**config.mk**
```make
export PLATFORM = sky130hd
export DESIGN_NAME = mult_feed
export DESIGN_NICKNAME = d
export VERILOG_FILES = /design/src/rtl/mult_feed.sv
export SDC_FILE = /design/constraint.sdc
export NUM_CORES = 1
export LEC_CHECK = 0
export ABC_CLOCK_PERIOD_IN_PS = 10780
export CORE_MARGIN = 4
export CORE_UTILIZATION = 45
export CTS_CLUSTER_SIZE = 10
export DETAILED_ROUTE_END_ITERATION = 8
export HOLD_SLACK_MARGIN = 0.03
export PLACE_DENSITY = 0.67
export SLEW_MARGIN = 20
export SYNTH_ARGS = -nofsm -noshare
export SYNTH_HDL_FRONTEND = slang
export SYNTH_SLANG_ARGS = --single-unit
```
**constraint.sdc**
```tcl
create_clock -name clock -period 10.78 [get_ports clock]
set_input_delay 2.695 -clock clock [delete_from_list [all_inputs] [get_ports clock]]
set_output_delay 2.695 -clock clock [all_outputs]
set_load 0.03 [all_outputs]
```
**src/rtl/mult_feed.sv**
```systemverilog
// mult_feed: operand FIFO, credit-gated issue and result FIFO around a 16-bit multiplier chain.
// Optional MULT_FEED_TAG_EN carries a per-operation tag from request to result.
module mult_feed #(
    parameter int IN_DEPTH  = 4,
    parameter int RES_DEPTH = 4,
    parameter int TAG_W     = 4
) (
    input  logic             clock,
    input  logic             reset,
    input  logic             req_valid,
    output logic             req_ready,
    input  logic [15:0]      req_mcand,
    input  logic [15:0]      req_mplier,
`ifdef MULT_FEED_TAG_EN
    input  logic [TAG_W-1:0] req_tag,
    output logic [TAG_W-1:0] res_tag,
`endif
    output logic             start,
    output logic [15:0]      mcand_out,
    output logic [15:0]      mplier_out,
    output logic [15:0]      product_out,
    input  logic             done,
    input  logic [15:0]      product_in,
    output logic             res_valid,
    input  logic             res_ready,
    output logic [15:0]      res_product,
    output logic             err
);
    localparam int IAW = $clog2(IN_DEPTH);
    localparam int RAW = $clog2(RES_DEPTH);
    localparam logic [IAW:0] IN_FULL  = IN_DEPTH[IAW:0];
    localparam logic [RAW:0] RES_FULL = RES_DEPTH[RAW:0];
    localparam logic [IAW:0] IN_ONE   = {{IAW{1'b0}}, 1'b1};
    localparam logic [RAW:0] RES_ONE  = {{RAW{1'b0}}, 1'b1};

    logic [15:0]  r_in_mcand  [IN_DEPTH];
    logic [15:0]  r_in_mplier [IN_DEPTH];
    logic [15:0]  r_res_prod  [RES_DEPTH];
    logic [IAW:0] r_in_wr, r_in_rd;
    logic [RAW:0] r_res_wr, r_res_rd, r_credits, r_in_flight;
    logic         r_start, r_err;
    logic [15:0]  r_mcand, r_mplier;
    logic [IAW:0] w_in_count;
    logic [RAW:0] w_res_count;
    logic         w_in_push, w_issue, w_res_pop, w_res_push, w_res_full, w_done_ok;

    assign w_in_count  = r_in_wr - r_in_rd;
    assign w_res_count = r_res_wr - r_res_rd;
    assign req_ready   = w_in_count != IN_FULL;
    assign w_in_push   = req_valid && req_ready;
    assign w_issue     = (w_in_count != '0) && (r_credits != '0);
    assign res_valid   = w_res_count != '0;
    assign w_res_pop   = res_valid && res_ready;
    assign w_res_full  = w_res_count == RES_FULL;
    assign w_done_ok   = done && (r_in_flight != '0);
    // A pop on the same edge frees the slot, so a full FIFO can still take a result.
    assign w_res_push  = w_done_ok && (!w_res_full || w_res_pop);

    assign start       = r_start;
    assign mcand_out   = r_mcand;
    assign mplier_out  = r_mplier;
    assign product_out = '0;
    assign res_product = res_valid ? r_res_prod[r_res_rd[RAW-1:0]] : '0;
    assign err         = r_err;

    always_ff @(posedge clock) begin
        if (w_in_push) begin
            r_in_mcand[r_in_wr[IAW-1:0]]  <= req_mcand;
            r_in_mplier[r_in_wr[IAW-1:0]] <= req_mplier;
        end
        if (w_res_push) r_res_prod[r_res_wr[RAW-1:0]] <= product_in;
    end

    always_ff @(posedge clock or posedge reset) begin
        if (reset) begin
            r_in_wr     <= '0;
            r_in_rd     <= '0;
            r_res_wr    <= '0;
            r_res_rd    <= '0;
            r_credits   <= RES_FULL;
            r_in_flight <= '0;
            r_start     <= 1'b0;
            r_mcand     <= '0;
            r_mplier    <= '0;
            r_err       <= 1'b0;
        end else begin
            if (w_in_push) r_in_wr <= r_in_wr + IN_ONE;
            if (w_issue) begin
                r_in_rd  <= r_in_rd + IN_ONE;
                r_mcand  <= r_in_mcand[r_in_rd[IAW-1:0]];
                r_mplier <= r_in_mplier[r_in_rd[IAW-1:0]];
            end
            r_start     <= w_issue;
            if (w_res_push) r_res_wr <= r_res_wr + RES_ONE;
            if (w_res_pop) r_res_rd <= r_res_rd + RES_ONE;
            r_credits   <= r_credits + {{RAW{1'b0}}, w_res_pop} - {{RAW{1'b0}}, w_issue};
            r_in_flight <= r_in_flight + {{RAW{1'b0}}, w_issue} - {{RAW{1'b0}}, w_done_ok};
            r_err       <= r_err | (done && !w_res_push);
        end
    end

`ifdef MULT_FEED_TAG_EN
    logic [TAG_W-1:0] r_in_tag  [IN_DEPTH];
    logic [TAG_W-1:0] r_tq      [RES_DEPTH];
    logic [TAG_W-1:0] r_res_tag [RES_DEPTH];
    logic [RAW-1:0]   r_tq_wr, r_tq_rd;

    always_ff @(posedge clock) begin
        if (w_in_push) r_in_tag[r_in_wr[IAW-1:0]] <= req_tag;
        if (w_issue) r_tq[r_tq_wr] <= r_in_tag[r_in_rd[IAW-1:0]];
        if (w_res_push) r_res_tag[r_res_wr[RAW-1:0]] <= r_tq[r_tq_rd];
    end

    // The tag queue advances on every accepted done, even if the result itself is dropped.
    always_ff @(posedge clock or posedge reset) begin
        if (reset) begin
            r_tq_wr <= '0;
            r_tq_rd <= '0;
        end else begin
            if (w_issue) r_tq_wr <= r_tq_wr + RES_ONE[RAW-1:0];
            if (w_done_ok) r_tq_rd <= r_tq_rd + RES_ONE[RAW-1:0];
        end
    end

    assign res_tag = res_valid ? r_res_tag[r_res_rd[RAW-1:0]] : '0;
`else
`endif
endmodule

```
==> impl_metrics.py <==
metrics = {
    "cts": {
        "clkTransAtPathRegs_ns": 0.05,
        "cts_htree_levels": 1,
        "cts_resized": 0,
        "cts_tree": "done",
        "cts_hold_buf": 0,
        "cts_buffers": 28,
        "clkLatencyLatePin_ns": 0.52,
        "clock_path_buffers": 3,
        "root_buffer": "clkbuf_16",
        "clock-sinks": 244,
        "cts_setup_buffers": 0,
    },
    "sta": {
        "slew-limit-headroom_pct": 39.5,
        "fin_skew_ns": 0.0168,
        "hold_viol": 0,
        "fmax_mhz": 160,
        "worst_slew_pin_slew_ns": 0.907,
        "rsz0062_at_grt": "no",
        "slew_violations": 0,
        "setup_viol": 0,
        "fin_crit_sh_pct": 57.9,
        "fin_crit_ns": 6.25,
        "holdWs_ns": 0.493,
        "setup-tns-final_ns": 0,
    },
    "worst_setup_path": {
        "cp-endpoint": "res_product[14]",
        "crit-reg2reg-launch": "r_in_rd[1]$_DFFE_PP0P_",
        "cp_slowest_cell": "dfrtp_1",
        "slowest_delay_ns": 0.83,
        "r2r-end": "r_in_mcand[1][11]$_DFFE_PP_",
        "crit_arrival_ns": 3.55,
        "startpoint": "r_res_rd[1]$_DFFE_PP0P_",
        "cp-start-kind": "flip-flop",
        "crit_chain": "inv_1 > ha_1 > nor2b_1 > xnor2_1 > or2_0 > and2_1 > clkdlybuf4s50_1",
        "crit_path_end_kind": "output port",
        "path_max_fanout": 19,
        "r2r_setup_slack_ns": 7.45,
        "critPathKind": "reg2out",
        "cp_data_required_time_ns": 8.09,
        "r2r.worst_path.cells": 6,
    },
    "final_layout": {
        "mostFrequentLayoutCell": "edfxtp_1",
        "fillers": 1583,
        "layout.cells.non_filler": 864,
        "nNetsFinal": 647,
        "antenna_cells": 0,
        "drive_above_1_share_pct": 21.5,
        "syn_to_final_growth_pct": 21.7,
        "final_cell_mix": "edfxtp_1 (192), clkdlybuf4s50_1 (104), mux4_2 (48), dfrtp_1 (48), mux2_2 (32)",
    },
    "synthesis": {
        "synth_area_leaders": "edfxtp_1 (61%), dfrtp_1 (13%), mux4_2 (11%)",
        "ys_ff_latch": 244,
        "synth_top_area_share_pct": 60.5,
        "yosys_warnings": 0,
        "synth_area_sq_mm": 0.00953,
        "yosysTopAreaCell": "edfxtp_1",
        "postSynthCellCount": 457,
        "synth_cell_type_count": 34,
        "synth_seq_area_share_pct": 74.2,
        "avgSynthCellArea_sq_um": 20.8,
    },
    "placed_design": {
        "port_buffers": 104,
        "gp_congestion": 0.692,
        "dpl.hpwl_mm": 10.4,
        "dp_cells": 816,
    },
    "drt": {
        "drc": 0,
        "first_pass_iters": 4,
        "drt-wirelength-per-cell_microns": 19.6,
        "totalWireLength_mm": 16.9,
        "vias_per_cell": 5.10,
        "drtAntennaViolNets": 0,
        "vias": 4410,
        "drt_iter0_markers": 169,
    },
    "floorplanning": {
        "die_w_microns": 154,
        "io_pins": 121,
        "core_area_sq_mm": 0.0206,
        "die_area_sq_mm": 0.0236,
        "rows": 52,
        "die_h_microns": 154,
        "start_util_pct": 46.3,
    },
    "global_route": {
        "grt_util_all_layers_pct": 14.5,
        "grt_overflow": 0,
        "grt_pass1_vias": 4913,
        "grt_pass1_wl_mm": 27.1,
        "antenna_found_initial": 0,
        "grt_max_degree": 53,
    },
    "flow_run": {
        "drv_cap": 0,
    },
    "outcome": {
        "outcome": "finished, final reports clean",
    },
    "power_and_ir_drop": {
        "vdd_drop_max_uv": 171,
        "power_leakage_nw": 4.05,
        "power_density_mw_per_mm2": 332,
    },
    "hold_path": {
        "hp-class": "reg2reg",
    },
}
==> how the worst min path moves through the flow <==
stage / startpoint / endpoint / slack, ns / depth (start not counted)
5_1_grt: r_in_wr[2]$_DFFE_PP0P_ / r_in_wr[2]$_DFFE_PP0P_ / 0.51 / 1
6_report: r_res_rd[2]$_DFFE_PP0P_ / r_res_rd[2]$_DFFE_PP0P_ / 0.49 / 1
4_1_cts: r_in_wr[2]$_DFFE_PP0P_ / r_in_wr[2]$_DFFE_PP0P_ / 0.50 / 1
2_1_floorplan: r_in_wr[2]$_DFFE_PP0P_ / r_in_wr[2]$_DFFE_PP0P_ / 0.46 / 1
3_5_place_dp: err$_DFF_PP0_ / err$_DFF_PP0_ / 0.48 / 1
3_3_place_gp: r_res_rd[2]$_DFFE_PP0P_ / r_res_rd[2]$_DFFE_PP0P_ / 0.48 / 1
==> state kept, by name, indices dropped and copies added (netlist names) <==
signal / count
r_in_flight: 3
r_res_prod: 64
r_in_wr: 3
r_res_rd: 3
start: 1
r_in_rd: 3
r_in_mplier: 64
mplier_out: 16
r_in_mcand: 64
mcand_out: 16
r_res_wr: 3
r_credits: 3
err: 1
==> layout make-up <==
| type | count | area (sq um) | area share [%] |
|---|---|---|---|
| clock inverter | 1 | 3.75 | 0.0324 |
| timing repair buffer | 108 | 1070 | 9.24 |
| clock buffer | 47 | 803 | 6.93 |
| sequential | 244 | 7070 | 61.0 |
| multi-input combinational | 181 | 2250 | 19.4 |
| inverter | 13 | 48.8 | 0.421 |
| tap | 270 | 338 | 2.91 |
==> metrics by stage <==
step / util [%] / area (sq um) / total power, W / setup WS [ns]
floorplan: - / 9580 / 0.00257 / 5.66
global placement: 52.4 / 10800 / 0.00302 / 4.79
detailed placement: 52.4 / 10800 / 0.00307 / 4.73
CTS: 56.4 / 11600 / 0.00391 / 4.18
global route: 56.4 / 11600 / 0.00407 / 4.25
finish: 56.4 / 11600 / 0.00385 / 4.53
==> cell usage after synthesis <==
cell type and instances:
a21boi_1 1, buf_1 1, nor3_1 1, o21bai_1 1, mux4_2 48, buf_2 7, a2111o_1 1, o211ai_1 1
o32a_2 1, a21boi_0 1, nand2_1 4, a21oi_1 1, dfstp_2 1, inv_1 13, ha_1 16, and2_1 24
o31a_1 1, buf_6 1, fa_1 2, nor2_1 2, buf_12 1, clkbuf_1 6, or2_0 1, o21ai_0 2
mux2_4 4, nand2b_1 1, xnor2_1 14, edfxtp_1 192, mux2_2 32, nor2b_1 2, conb_1 1, buf_4 18
dfrtp_1 51, xor2_1 4
==> kinds of logic (layout without fill, tap and decap cells) <==
| kind of cell | Yosys count | count (layout) | share of synthesized area (%) |
|---|---|---|---|
| AOI/OAI and AO/OA | 10 | 10 | 0.801 |
| xor gates and xnor gates | 18 | 18 | 1.65 |
| adders and majority gates | 18 | 18 | 2.52 |
| buffers and inverters | 47 | 169 | 2.90 |
| DFF | 244 | 244 | 74.2 |
| muxes | 84 | 84 | 15.8 |
| other | 1 | 16 | 0.0394 |
| and+or+nand+nor | 35 | 35 | 2.13 |
==> power by group <==
group	switching, W	total [W]	leakage, nW	internal, W
Clock	0.000331	0.000831	0.386	0.000500
Combinational	0.000784	0.00153	1.31	0.000744
Sequential	0.000162	0.00149	2.36	0.00133
==> critical path, delay by kind of cell (launching register included) <==
kind / cells / cell delay [ns]
xor gates and xnor gates: 1 / 0.22
adders and majority gates: 1 / 0.20
buffers and inverters: 2 / 0.78
DFF: 1 / 0.83
and+or+nand+nor: 3 / 1.02
==> metal layers <==
layer	GRT usage (%)	routed length, microns	vias up
met5	0	0	-
met2	25.6	8890	109
met3	3.29	830	19
met4	3.83	267	0
li1	-	-	1985
met1	18.3	6950	2297
No activity file was read; power rests on OpenSTA's default activity.
